`src/rtl/mod_counter.sv`:
```
// mod_counter: up/down modulo counter with a programmable terminal value,
// wrap/saturate limit mode, parallel load and a built-in prescaler.
// Count range is 0..modulus_i. tick_o/event_o are registered and describe
// the step taken at the preceding edge; tc_o is combinational.
module mod_counter #(
  parameter int N  = 6,
  parameter int PW = 4
) (
  input  logic          clock_i,
  input  logic          reset_i,      // async, active-low
  input  logic          clear_i,
  input  logic          enable_i,
  input  logic          up_i,
  input  logic          load_i,
  input  logic [N-1:0]  load_value_i,
  input  logic [N-1:0]  modulus_i,
  input  logic          saturate_i,
  input  logic [PW-1:0] prescale_i,
  output logic [N-1:0]  count_o,
  output logic          tc_o,
  output logic          tick_o,
  output logic          event_o
);

  logic [N-1:0]  count_q, count_d;
  logic [PW-1:0] pre_q, pre_d;
  logic          tick_q, tick_d;
  logic          event_q, event_d;
  logic          step;

  // Prescaler: decides whether this enabled cycle applies a step. Using >=
  // lets a lowered prescale take effect on the very next enabled cycle.
  always_comb begin
    pre_d = pre_q;
    step  = 1'b0;
    if (clear_i || load_i) begin
      pre_d = '0;
    end else if (enable_i) begin
      if (pre_q >= prescale_i) begin
        step  = 1'b1;
        pre_d = '0;
      end else begin
        pre_d = pre_q + PW'(1);
      end
    end
  end

  // Count next-state: clear > load > step; tick/event flag the applied step.
  always_comb begin
    count_d = count_q;
    tick_d  = 1'b0;
    event_d = 1'b0;
    if (clear_i) begin
      count_d = '0;
    end else if (load_i) begin
      // Out-of-range loads are clamped to the terminal value.
      count_d = (load_value_i > modulus_i) ? modulus_i : load_value_i;
    end else if (step) begin
      tick_d = 1'b1;
      if (up_i) begin
        if (count_q < modulus_i) begin
          count_d = count_q + N'(1);
        end else begin
          // At or above the limit (modulus may have been lowered).
          event_d = 1'b1;
          count_d = saturate_i ? modulus_i : '0;
        end
      end else begin
        if (count_q > modulus_i) begin
          // Modulus lowered under a running count: snap back into range
          // quietly, this is not a limit hit.
          count_d = modulus_i;
        end else if (count_q == '0) begin
          event_d = 1'b1;
          count_d = saturate_i ? '0 : modulus_i;
        end else begin
          count_d = count_q - N'(1);
        end
      end
    end
  end

  // State registers with asynchronous active-low reset.
  always_ff @(posedge clock_i or negedge reset_i) begin
    if (!reset_i) begin
      count_q <= '0;
      pre_q   <= '0;
      tick_q  <= 1'b0;
      event_q <= 1'b0;
    end else begin
      count_q <= count_d;
      pre_q   <= pre_d;
      tick_q  <= tick_d;
      event_q <= event_d;
    end
  end

  assign count_o = count_q;
  assign tick_o  = tick_q;
  assign event_o = event_q;
  // Terminal flag tracks the limit of the current direction.
  assign tc_o    = up_i ? (count_q == modulus_i) : (count_q == '0);

endmodule

```
`config.mk`:
```
export PLATFORM = sky130hd
export DESIGN_NAME = mod_counter
export DESIGN_NICKNAME = d
export VERILOG_FILES = /design/src/rtl/mod_counter.sv
export SDC_FILE = /design/constraint.sdc
export NUM_CORES = 1
export LEC_CHECK = 0
export BUFFER_PORTS_ARGS = -buffer_cell sky130_fd_sc_hd__buf_4
export CORE_ASPECT_RATIO = 2
export CORE_UTILIZATION = 40
export CTS_BUF_LIST = sky130_fd_sc_hd__clkbuf_8 sky130_fd_sc_hd__clkbuf_16
export DETAILED_ROUTE_END_ITERATION = 8
export GPL_TIMING_DRIVEN = 0
export PLACE_DENSITY_LB_ADDON = 0.1
export SLEW_MARGIN = 20
export SYNTH_ARGS = -nofsm -noshare
export SYNTH_HDL_FRONTEND = slang
export SYNTH_SLANG_ARGS = --single-unit
export TNS_END_PERCENT = 10
```
`constraint.sdc`:
```
create_clock -name clock_i -period 3.35 [get_ports clock_i]
set_input_delay 0.5025 -clock clock_i [delete_from_list [all_inputs] [get_ports clock_i]]
set_output_delay 0.5025 -clock clock_i [all_outputs]
set_load 0.03 [all_outputs]
```
# ---- Word-level counts from Yosys, hierarchy flattened
# Cells that the tools add are included.
# W data, S select, Z words.
dict set report totals {
  output_inout_bits 9
  reg_bits 12
  word_cells 43
}
dict set report classes {
  add_sub_neg 3
  muxes 27
  reduce_logical 4
  n_eq_ne 1
  n_lt_le_gt_ge 4
}
# operator count
set op_table {}
lappend op_table {{$mux W6} 10}
lappend op_table {{$mux W1} 14}
lappend op_table {{$gt A6 B6 Y1} 2}
lappend op_table {{$mux W4} 3}
lappend op_table {{$add A6 B1 Y6 const B} 1}
lappend op_table {{$eq A6 B6 Y1} 1}
lappend op_table {{$logic_not A6 Y1} 1}
lappend op_table {{$lt A6 B6 Y1} 1}
lappend op_table {{$sub A6 B1 Y6 const B} 1}
lappend op_table {{$add A4 B1 Y4 const B} 1}
lappend op_table {{$ge A4 B4 Y1} 1}
lappend op_table {{$reduce_bool A3 Y1} 1}
lappend op_table {{$reduce_bool A2 Y1} 1}
lappend op_table {{$logic_or A1 B1 Y1} 1}

# ---- Logic depth before layout (Yosys ltp)
dict set report depth {
  depth_word 7
  ltp_mapped 9
  depth_no_buf 8
}

# ---- Worst setup path after synthesis
# Ideal clock, no wire load.
dict set report synth_path {
  path_type {register to output}
  startpoint {register count_q[0], in the netlist count_o[0]}
  endpoint {output port tc_o}
  n_path_buf 0
  required_ns 2.847
  arrival_time_ns 1.815
  path_slack_ns 1.033
  path_stages_with_launch 6
  path_cell_list {dfrtp_1 inv_1 ha_1 nor3b_2 nand2_2 o21ai_0}
}
dict set report synth_via {
  elab_chain_cells 2
}
# item line_no
set synth_lines {}
lappend synth_lines {{start, declared} 25} ;# logic [N-1:0] count_q, count_d;
lappend synth_lines {{start signal, assigned} 91} ;# count_q <= count_d;
lappend synth_lines {{$eq A6 B6 Y1 or $logic_not A6 Y1 (tied branches)} 102} ;# assign tc_o = up_i ? (count_q == modulus_i) : (count_q == '0);
lappend synth_lines {{$mux W1 *} 102}
lappend synth_lines {{end, declared} 20} ;# output logic tc_o,
# Every way passes the cells marked *; elsewhere a longest branch is shown, timed or not.

# ---- Worst setup path after layout
dict set report layout_path {
  startpoint {register count_q[5], in the netlist count_o[5]}
  endpoint {output port tc_o}
}
# Same word-level chain as after synthesis.

==> impl_metrics.json <==
{
  "crit_fanout": 6,
  "worstPathArrival_ns": 1.90,
  "setup_slack_ns": 0.949,
  "clock_latency_ns": 0.25,
  "netlist_area_sq_um": 1430,
  "power.density_nw_per_um2": 324,
  "final_cell_mix": "buf_4, ha_1, inv_1, nand2_1, dfrtp_1",
  "critPathTopFamily": "simple AND/OR/NAND/NOR gates",
  "fp.coreArea_sq_um": 3420,
  "drive_gt1_frac": 0.255,
  "synth_top_family_by_area": "compound AO/OA/AOI/OAI gates",
  "cts_hold_buf": 0,
  "irDropWorstVdd_v": 0.000130,
  "syn-num-nets": 205,
  "synth-compound-area-share": 0.241,
  "cts_resized": 0,
  "status": "finished clean",
  "syn2layout_area_growth_pct": 23.8,
  "maxCapViolations": 0,
  "die_width_um": 44.3,
  "post_drt_via_cell_ratio": 5.41,
  "grt_overflow_total": 0,
  "syn-instance-count": 162,
  "worst-path-buf-inv": 1,
  "yosysWarnings": 0,
  "finalInstanceArea_sq_um": 1770,
  "grt_pass1_wl_um": 6130,
  "grt_antenna_before_repair": 0,
  "postRouteAntennaNets": 0,
  "cp-start-kind": "flop",
  "p_leak_nw": 0.880,
  "seq_area_frac_synth": 0.210,
  "dieArea_sq_um": 3840,
  "pre_cts_ws_ns": 0.821,
  "clock_skew_ns": 0.00240,
  "placed_area_sq_um": 1720,
  "dr.first_iter.drc_count": 35,
  "wl_per_cell_um": 15.4,
  "globalplace.congestion": 0.919,
  "globalRouteTotalUtil": 0.219,
  "worstMarginPinSlew_ns": 0.617,
  "cp-end-kind": "primary output",
  "fin_crit_ns": 2.40,
  "fin_tns_setup_ns": 0,
  "hold_ws_ns": 0.0877,
  "min_path_type": "in2async",
  "synth-simple-area-share": 0.178,
  "fin_crit_sh": 0.717,
  "via_count": 1320,
  "crit_path_cell_trace": "ha_1, and4_4, and3_2, nand2_1, o21ai_0, buf_4",
  "drv_slew": 0,
  "dieHeight_um": 86.6,
  "clk_pin_slew_ns": 0.05,
  "final_util": 0.519,
  "r2r_start": "count_o[1]$_DFFE_PN0P_",
  "cts_buffers": 3,
  "ys_types": 44,
  "relSlewSlack": 0.588,
  "rr_worst_depth": 7,
  "fillCellCount": 332,
  "htreeDepth": 1,
  "grt_max_degree": 13,
  "port_buffers": 30,
  "wl_um": 3750,
  "clk_path_buf_depth": 2,
  "ys.flop_type": "dfrtp_1",
  "cts_root_buf": "clkbuf_8",
  "initial_core_util": 0.419,
  "post_cts.repair.setup_buffers": 0,
  "cts_tree": "done",
  "worstReg2RegEnd": "count_o[5]$_DFFE_PN0P_",
  "row_count": 30,
  "hpwl_um": 3190,
  "ff2ff_setup_slack_ns": 1.02,
  "final_common_cell": "buf_4",
  "worstSetupStartpoint": "count_o[5]$_DFFE_PN0P_",
  "synth_edf_count": 0,
  "ys_seq_elements": 12,
  "cpPeakStageDelay_ns": 0.47,
  "async_reset_ff_frac": 1.00,
  "fin_nets": 240,
  "drtPass1Iterations": 4,
  "syn_area_per_cell_sq_um": 8.84,
  "cp_data_required_time_ns": 2.85,
  "report.final.setup_viol": 0,
  "antenna_cells": 0,
  "fmax_ghz": 0.416,
  "synthMuxAreaShare": 0.0734,
  "synth-xor-area-share": 0.0550,
  "clock-sinks": 12,
  "critPathKind": "reg2out",
  "hold_viol": 0,
  "io_pins": 32,
  "rsz0062_at_grt": "no",
  "grt_pass1_vias": 1324,
  "crit_path_top_delay_cell": "dfrtp_1",
  "synth_adder_area_share": 0.175,
  "route.detailed.drc": 0
}
-- routing by layer --
layer | global-route usage | wire length (um) | up-vias
met5 | 0 | 0 | -
li1 | - | - | 658
met4 | 0.138 | 180 | 0
met2 | 0.406 | 2180 | 39
met1 | 0.211 | 1270 | 609
met3 | 0.0313 | 120 | 14
-- power breakdown --
part / internal [W] / leakage [nW] / switching (W) / total, W
Clock: 0.000104 / 0.0288 / 0.0000576 / 0.000162
Sequential: 0.000152 / 0.163 / 0.0000119 / 0.000164
Combinational: 0.000114 / 0.689 / 0.000135 / 0.000249
Total: 0.000370 / 0.880 / 0.000205 / 0.000575
-- worst reg2reg max path: cells and delay by family, from the launching register on --
family	cells	cell delay, ns
compound gates	5	1.25
flops	1	0.48
fa+ha+maj	1	0.36
simple gates	1	0.14
-- cell families after synthesis --
logic type,Yosys count
and+or+nand+nor,47
AOI/OAI and AO/OA,43
buffers and inverters,21
adders and majority gates,20
DFF,12
muxes,10
xor gates and xnor gates,9
-- how the worst max path moves through the flow --
| stage | end | cells past startpoint |
|---|---|---|
| floorplan | tc_o | 5 |
| global placement | count_o[5]$_DFFE_PN0P_ | 9 |
| detailed placement | count_o[5]$_DFFE_PN0P_ | 9 |
| CTS | tc_o | 6 |
| global route | tc_o | 6 |
| finish | tc_o | 6 |
-- Yosys cell counts, types with 3 or more instances --
| cell type | number | area share |
|---|---|---|
| a221o_1 | 9 | 0.063 |
| nand3_1 | 6 | 0.021 |
| nand2_1 | 13 | 0.034 |
| o21ai_0 | 7 | 0.024 |
| mux2i_1 | 6 | 0.042 |
| buf_2 | 3 | 0.010 |
| ha_1 | 20 | 0.17 |
| dfrtp_1 | 12 | 0.21 |
| mux2_1 | 4 | 0.031 |
| inv_1 | 15 | 0.039 |
| xnor2_1 | 3 | 0.018 |
| a21oi_1 | 10 | 0.035 |
| nand2b_1 | 3 | 0.013 |
| nor2_1 | 9 | 0.024 |
| nor3_1 | 3 | 0.010 |
| xor2_1 | 6 | 0.037 |
-- state kept, by name, summed over array words and instances (netlist names) --
register	cells
pre_q	4
tick_o	1
count_o	6
event_o	1
-- through the flow --
stage	instances	power (W)
after floorplan	162	0.000335
after global placement	240	0.000410
after detailed placement	240	0.000416
after CTS	244	0.000578
after global routing	244	0.000610
final	244	0.000575
-- cell type report --
type                    instances  area (sq um)  share of cell area
multi-input cells             129          1030               0.584
flip-flops and latches         12           300               0.169
repair buffers                 30           225               0.127
well taps                      48          60.1              0.0339
inverters                      15          56.3              0.0318
clock buffers                   4          55.1              0.0311
plain buffers                   6          41.3              0.0233
Note: power is estimated with default switching activity, not from simulation.
